--- config.mk ---
export PLATFORM = sky130hd
export DESIGN_NAME = hello_core
export DESIGN_NICKNAME = d
export VERILOG_FILES = /design/src/rtl/hello_pkg.sv /design/src/rtl/hello_alu_comb.sv /design/src/rtl/hello_core.sv
export SDC_FILE = /design/constraint.sdc
export NUM_CORES = 1
export LEC_CHECK = 0
export ABC_AREA = 1
export CAP_MARGIN = 25
export CORE_ASPECT_RATIO = 1.25
export CORE_MARGIN = 3
export CORE_UTILIZATION = 43
export DETAILED_ROUTE_END_ITERATION = 7
export PLACE_DENSITY = 0.73
export SLEW_MARGIN = 25
export SYNTH_ARGS = -nofsm -noshare
export SYNTH_HDL_FRONTEND = slang
export SYNTH_HIERARCHICAL = 1
export SYNTH_SLANG_ARGS = --single-unit
--- constraint.sdc ---
create_clock -name clk -period 2.3 [get_ports clk]
set_input_delay 0.575 -clock clk [delete_from_list [all_inputs] [get_ports clk]]
set_output_delay 0.575 -clock clk [all_outputs]
set_load 0.01 [all_outputs]
--- src/rtl/hello_pkg.sv ---
// Shared definitions for the hello datapath: operation encoding and the op field type.
package hello_pkg;

    typedef logic [1:0] op_t;

    localparam op_t OP_ADD = 2'b00;
    localparam op_t OP_SUB = 2'b01;
    localparam op_t OP_AND = 2'b10;
    localparam op_t OP_XOR = 2'b11;

endpackage

--- src/rtl/hello_alu_comb.sv ---
// Combinational two-operand ALU: unsigned add/sub with carry/borrow, bitwise AND/XOR.
module hello_alu_comb
    import hello_pkg::*;
#(
    parameter int WIDTH = 5
) (
    input  logic [WIDTH-1:0] a,
    input  logic [WIDTH-1:0] b,
    input  op_t              op,
    output logic [WIDTH-1:0] result,
    output logic             carry
);

    logic [WIDTH:0] sum;
    logic [WIDTH:0] diff;

    // The extra MSB of the widened difference is the borrow when a < b.
    assign sum  = {1'b0, a} + {1'b0, b};
    assign diff = {1'b0, a} - {1'b0, b};

    always_comb begin
        result = '0;
        carry  = 1'b0;
        case (op)
            OP_ADD: begin
                result = sum[WIDTH-1:0];
                carry  = sum[WIDTH];
            end
            OP_SUB: begin
                result = diff[WIDTH-1:0];
                carry  = diff[WIDTH];
            end
            OP_AND: result = a & b;
            OP_XOR: result = a ^ b;
            default: begin
                result = '0;
                carry  = 1'b0;
            end
        endcase
    end

endmodule

--- src/rtl/hello_core.sv ---
// Registered ALU leaf block: one-cycle latency, one request per cycle, carry and zero flags.
module hello_core
    import hello_pkg::*;
#(
    parameter int WIDTH = 5
) (
    input  logic             clk,
    input  logic             rst_n,
    input  logic [WIDTH-1:0] a,
    input  logic [WIDTH-1:0] b,
    input  op_t              op,
    input  logic             in_valid,
    output logic [WIDTH-1:0] c,
    output logic             carry,
    output logic             zero,
    output logic             out_valid
);

    logic [WIDTH-1:0] result_p0;
    logic             carry_p0;
    logic [WIDTH-1:0] c_p1;
    logic             carry_p1;
    logic             zero_p1;
    logic             vld_p1;

    hello_alu_comb #(
        .WIDTH (WIDTH)
    ) u_alu (
        .a      (a),
        .b      (b),
        .op     (op),
        .result (result_p0),
        .carry  (carry_p0)
    );

    // p0 -> p1: capture result and flags on an accepted request; reset drops any request.
    always_ff @(posedge clk) begin
        if (!rst_n) begin
            c_p1     <= '0;
            carry_p1 <= 1'b0;
            zero_p1  <= 1'b1;
            vld_p1   <= 1'b0;
        end else begin
            vld_p1 <= in_valid;
            if (in_valid) begin
                c_p1     <= result_p0;
                carry_p1 <= carry_p0;
                zero_p1  <= (result_p0 == '0);
            end
        end
    end

    assign c         = c_p1;
    assign carry     = carry_p1;
    assign zero      = zero_p1;
    assign out_valid = vld_p1;

endmodule

=== Word-level counts from Yosys, hierarchy flattened ===
Cells that the tools add are included.

* Flip-flop bits (word level): 8
* Bits in latches: 0
* RAM bits: 0
* Bits in read-only memories: 0
* Input port bits: 15
* Word-level logic and storage cells: 15
* Memories: 0

* Add/subtract/negate cells: 2
* Multiply operators: 0
* Divide/modulo/power cells: 0
* Order comparisons: 0
* Equality and inequality tests: 3
* Shifts and indexed selects: 0
* Mux-type cells: 2
* Bitwise logic cells: 2
* Reduce and logical (&&, ||, !) cells: 2

{| class="wikitable"
|+ Operators with widths
! operator !! number
|-
| 5-bit case mux with 4 select lines || 1
|-
| 5-bit by 5-bit adder with 6-bit output || 1
|-
| 5-bit by 5-bit subtractor with 6-bit output || 1
|-
| 5-bit AND || 1
|-
| 5-bit logical NOT || 1
|-
| 5-bit bitwise XOR || 1
|-
| 2-bit equality test, second input constant || 2
|-
| 2-bit by 1-bit equality test with 1-bit output, second input constant || 1
|-
| 2-bit logical NOT || 1
|-
| 1-bit case mux with 2 select lines || 1
|}

=== Logic depth before layout (Yosys ltp) ===
* Depth after elaboration: 3
* Gate-level depth with buffers: 13
* Gate-level depth less buffers: 13

=== By module ===
The synthesis kept the hierarchy.

{| class="wikitable"
|+ Modules (own cells, without submodules)
! module !! instances !! cells an instance !! area an instance (um^2) !! seq. area each (um^2)
|-
| hello_alu_comb || 1 || 90 || 541.8 || 0.0
|-
| hello_core || 1 || 34 || 277.8 || 160.2
|}

=== Worst setup path before layout ===
No wires, ideal clock.

* Path type: input port to flip-flop
* From: input a[0]
* To: register zero_p1 (netlist: zero)
* Arrival: 1.807 ns
* Required time: 2.242 ns
* Slack: 0.435 ns
* Stages on the path: 12
* Buffers on the path: 0
* Cells stage by stage: inv_1 -> ha_1 -> fa_1 -> inv_1 -> nand2_1 -> nand2_1 -> nand3_1 -> nand3_1 -> nand3_1 -> nor2_4 -> nand3_1 -> nand2_1

* Cells in the longest elaborated chain, start to end: 3
* Elaborated cells on any way between the ends: 6
* Classes of those cells: 2 x add/sub; 1 x mux; 2 x bitwise; 1 x reduce/logical

{| class="wikitable"
|+ RTL lines
! what !! line !! text
|-
| from (decl) || hello_core.sv:9 || <nowiki>input logic [WIDTH-1:0] a,</nowiki>
|-
| 5-bit by 5-bit subtractor with 6-bit output / 5-bit by 5-bit adder with 6-bit output (equally long branches) || hello_alu_comb.sv:19, hello_alu_comb.sv:18 ||
|-
| 5-bit case mux with 4 select lines * || hello_alu_comb.sv:24 || <nowiki>case (op)</nowiki>
|-
| net result_p0[4] || hello_core.sv:19 || <nowiki>logic [WIDTH-1:0] result_p0;</nowiki>
|-
| 5-bit logical NOT * || hello_core.sv:48 || <nowiki>zero_p1 <= (result_p0 == '0);</nowiki>
|-
| to (signal assigned) || hello_core.sv:48 ||
|-
| to (decl) || hello_core.sv:23 || <nowiki>logic zero_p1;</nowiki>
|}

The timed path passes the listed nets; every way through them passes the cells marked *.
A chain may end at the register's enable or synchronous reset.

=== Final worst setup path ===
Same ends and word-level chain as after synthesis.

==> impl_metrics.csv <==
group,metric,value,unit
run_status,status,"complete, no violations",
yosys,yosysSeqAreaShare,19.5,%
place,place.gp.congestion,0.842,
worst_setup_path,cp.arrival,2350,ps
clock_network,cts_root_buf,"clkbuf_4",
timing,worst_slew_pin_slew,352,ps
clock_network,cts.sinks,8,
clock_network,cts_buffers,3,
layout,fin_nets,182,
grt,overflow,0,
route,firstDrtPassIters,4,
timing,setup_viol,0,
grt,grt_pass1_vias,788,
yosys,yosysTopAreaCellShare,19.5,%
floorplanning,rows,17,
min_path,hold_class,"flip-flop to flip-flop",
place,post-dp-hpwl,1.63,mm
worst_setup_path,critPathRequiredTime,2500,ps
route,wl,1.89,mm
worst_setup_path,path_cells,"clkdlybuf4s50_1, inv_1, ha_1, fa_2, inv_2, nand2_1, nand2_1, nand3_1, nand3_1, nand3_2, nor2_4, nand3_1, nand2_1",
worst_setup_path,ff2ff_setup_slack,1670,ps
yosys,synth_most_common_cell,"nand2_1",
worst_setup_path,crit_slowest_cell,"clkdlybuf4s50_1",
run,drv_cap,0,
worst_setup_path,end_kind,"flip-flop",
yosys,synth_area_leaders,"dfxtp_1, ha_1, nand2_1",
yosys,synth_area_per_cell,6.61,um^2
clock_network,clockBufferDepth,2,
floorplanning,die_area,2470,um^2
power_and_ir_drop,p_leak,0.551,nW
yosys,synth_edf_count,0,
route,wl_per_cell,11.0,um
worst_setup_path,startpoint_type,"input port",
layout,fin_util,62.8,%
timing,fin_crit_sh,93.6,%
clock_network,clk_latency,250,ps
layout,area_delta_synth_final,36.9,%
yosys,ys_warn_count,6,
layout,num_antenna_cells,0,
yosys,synth.distinct_cells,23,
route,antenna_left,0,
clock_network,tritoncts,"done",
grt,grt_max_degree,10,
layout,fillers,171,
yosys,ys.flop_type,"dfxtp_1",
worst_setup_path,cp_max_fo,3,
grt,grt_antenna_before_repair,0,
route,avgViaCountPerCell,4.99,
floorplanning,ios,23,
route,route.vias.total,859,
timing,finalHoldViolations,0,
timing,grt_setup_unrepaired,"false",
timing,min_period,2150,ps
yosys,syn_inst,124,
power_and_ir_drop,power.total,0.469,mW
layout,instances_no_fill,172,
layout,drive_gt1_share,13.7,%
floorplanning,die_w,45.0,um
power_and_ir_drop,ir_worst_vdd,0.000177,V
place,numPortBuffers,22,
yosys,synth_common_cells,"nand2_1, nor2_1, inv_1, nand3_1, ha_1",
floorplanning,core_area,1790,um^2
yosys,async_flop_share,0,%
worst_setup_path,crit_path_max_incr_delay,480,ps
timing,skew,0,ps
yosys,syn_nets,151,
route,drtIter0Drc,10,
grt,grt_use_total,16.8,%
clock_network,cts_resized,0,
timing,max_freq,0.465,GHz
clock_network,clk_pin_slew,50,ps
timing,slew_violations,0,
floorplanning,fp.dieH,54.8,um
yosys,yosysTopAreaCell,"dfxtp_1",
yosys,ys_seq_elements,8,
worst_setup_path,crit_type,"input port to flip-flop",
clock_network,cts_setup_buffers,0,
place,dpl.cell_count,169,
yosys,netlist_area,820,um^2
clock_network,cts_hold_buf,0,
timing,max_slew_margin,76.5,%
route,drc,0,
floorplanning,start_util,45.9,%
clock_network,cts-htree-levels,1,
power_and_ir_drop,power.density,418,nW/um^2
grt,grt_pass1_wl,3.11,mm
timing,hold-worst-slack,463,ps
## per-layer routing
| layer | global-route usage (%) | vias up | part of all wire, % |
|---|---|---|---|
| met5 | 0 | - | 0 |
| met4 | 7.80 | 0 | 1.9 |
| met3 | 1.64 | 6 | 3.8 |
| met2 | 30.4 | 22 | 53 |
| met1 | 19.3 | 369 | 42 |
| li1 | - | 462 | - |
## through the flow
stage	setup TNS [ps]	cell area (um^2)	setup slack, ps
floorplan	0	820	435
global placement	-378	1090	-142
detailed placement	-533	1090	-181
CTS	0	1110	75.5
global route	0	1120	9.45
finish	0	1120	148
## flip-flops by register name, summed over array words and instances, names as in the netlist
signal	flops
carry	1
c	5
out_valid	1
zero	1
## final timing paths
kind	to	from	cells after the start
max	zero	a[0]	13
min	zero	zero	2
max reg2reg	c[2]	c[2]	2
min reg2reg	zero	zero	2
## worst max-delay path: cells and delay by family
kind | cells | cell delay [ps]
adders and majority gates | 2 | 570
buffers and inverters | 3 | 600
and+or+nand+nor | 8 | 620
## cells by family (layout without fill, tap and decap cells)
family,after synthesis,count (layout),synth area share (%)
DFF,8,8,19.5
xor gates and xnor gates,1,1,1.07
buffers and inverters,20,49,10.4
adders and majority gates,12,12,20.2
and+or+nand+nor,62,62,32.1
AOI/OAI and AO/OA,21,21,16.8
## layout by cell type, fill, tap and decap left out, drive strengths merged, types with 2 or more instances in the layout
master and n:
o21a 2, fa 2, nand2 27, clkbuf 3
ha 10, a21oi 5, nand3 14, clkdlybuf4s50 22
nor2 19, buf 5, inv 19, dfxtp 8
o21ai 11
## power by group
| group | total (mW) | switching, mW | internal [mW] | leakage (nW) |
|---|---|---|---|---|
| Combinational | 0.210 | 0.109 | 0.102 | 0.471 |
| Clock | 0.105 | 0.0452 | 0.0595 | 0.0138 |
| Sequential | 0.154 | 0.00439 | 0.150 | 0.0665 |
| Total | 0.469 | 0.158 | 0.311 | 0.551 |
## area by class of cell
| class | instances | area, um^2 | share of cell area, % |
|---|---|---|---|
| Sequential cell | 8 | 160 | 14.3 |
| Clock buffer | 3 | 22.5 | 2.01 |
| Inverter | 19 | 73.8 | 6.58 |
| Multi-Input combinational cell | 96 | 584 | 52.1 |
| Timing Repair Buffer | 27 | 258 | 23.0 |
| Tap cell | 19 | 23.8 | 2.12 |
Note: power is estimated with default switching activity, not from simulation.
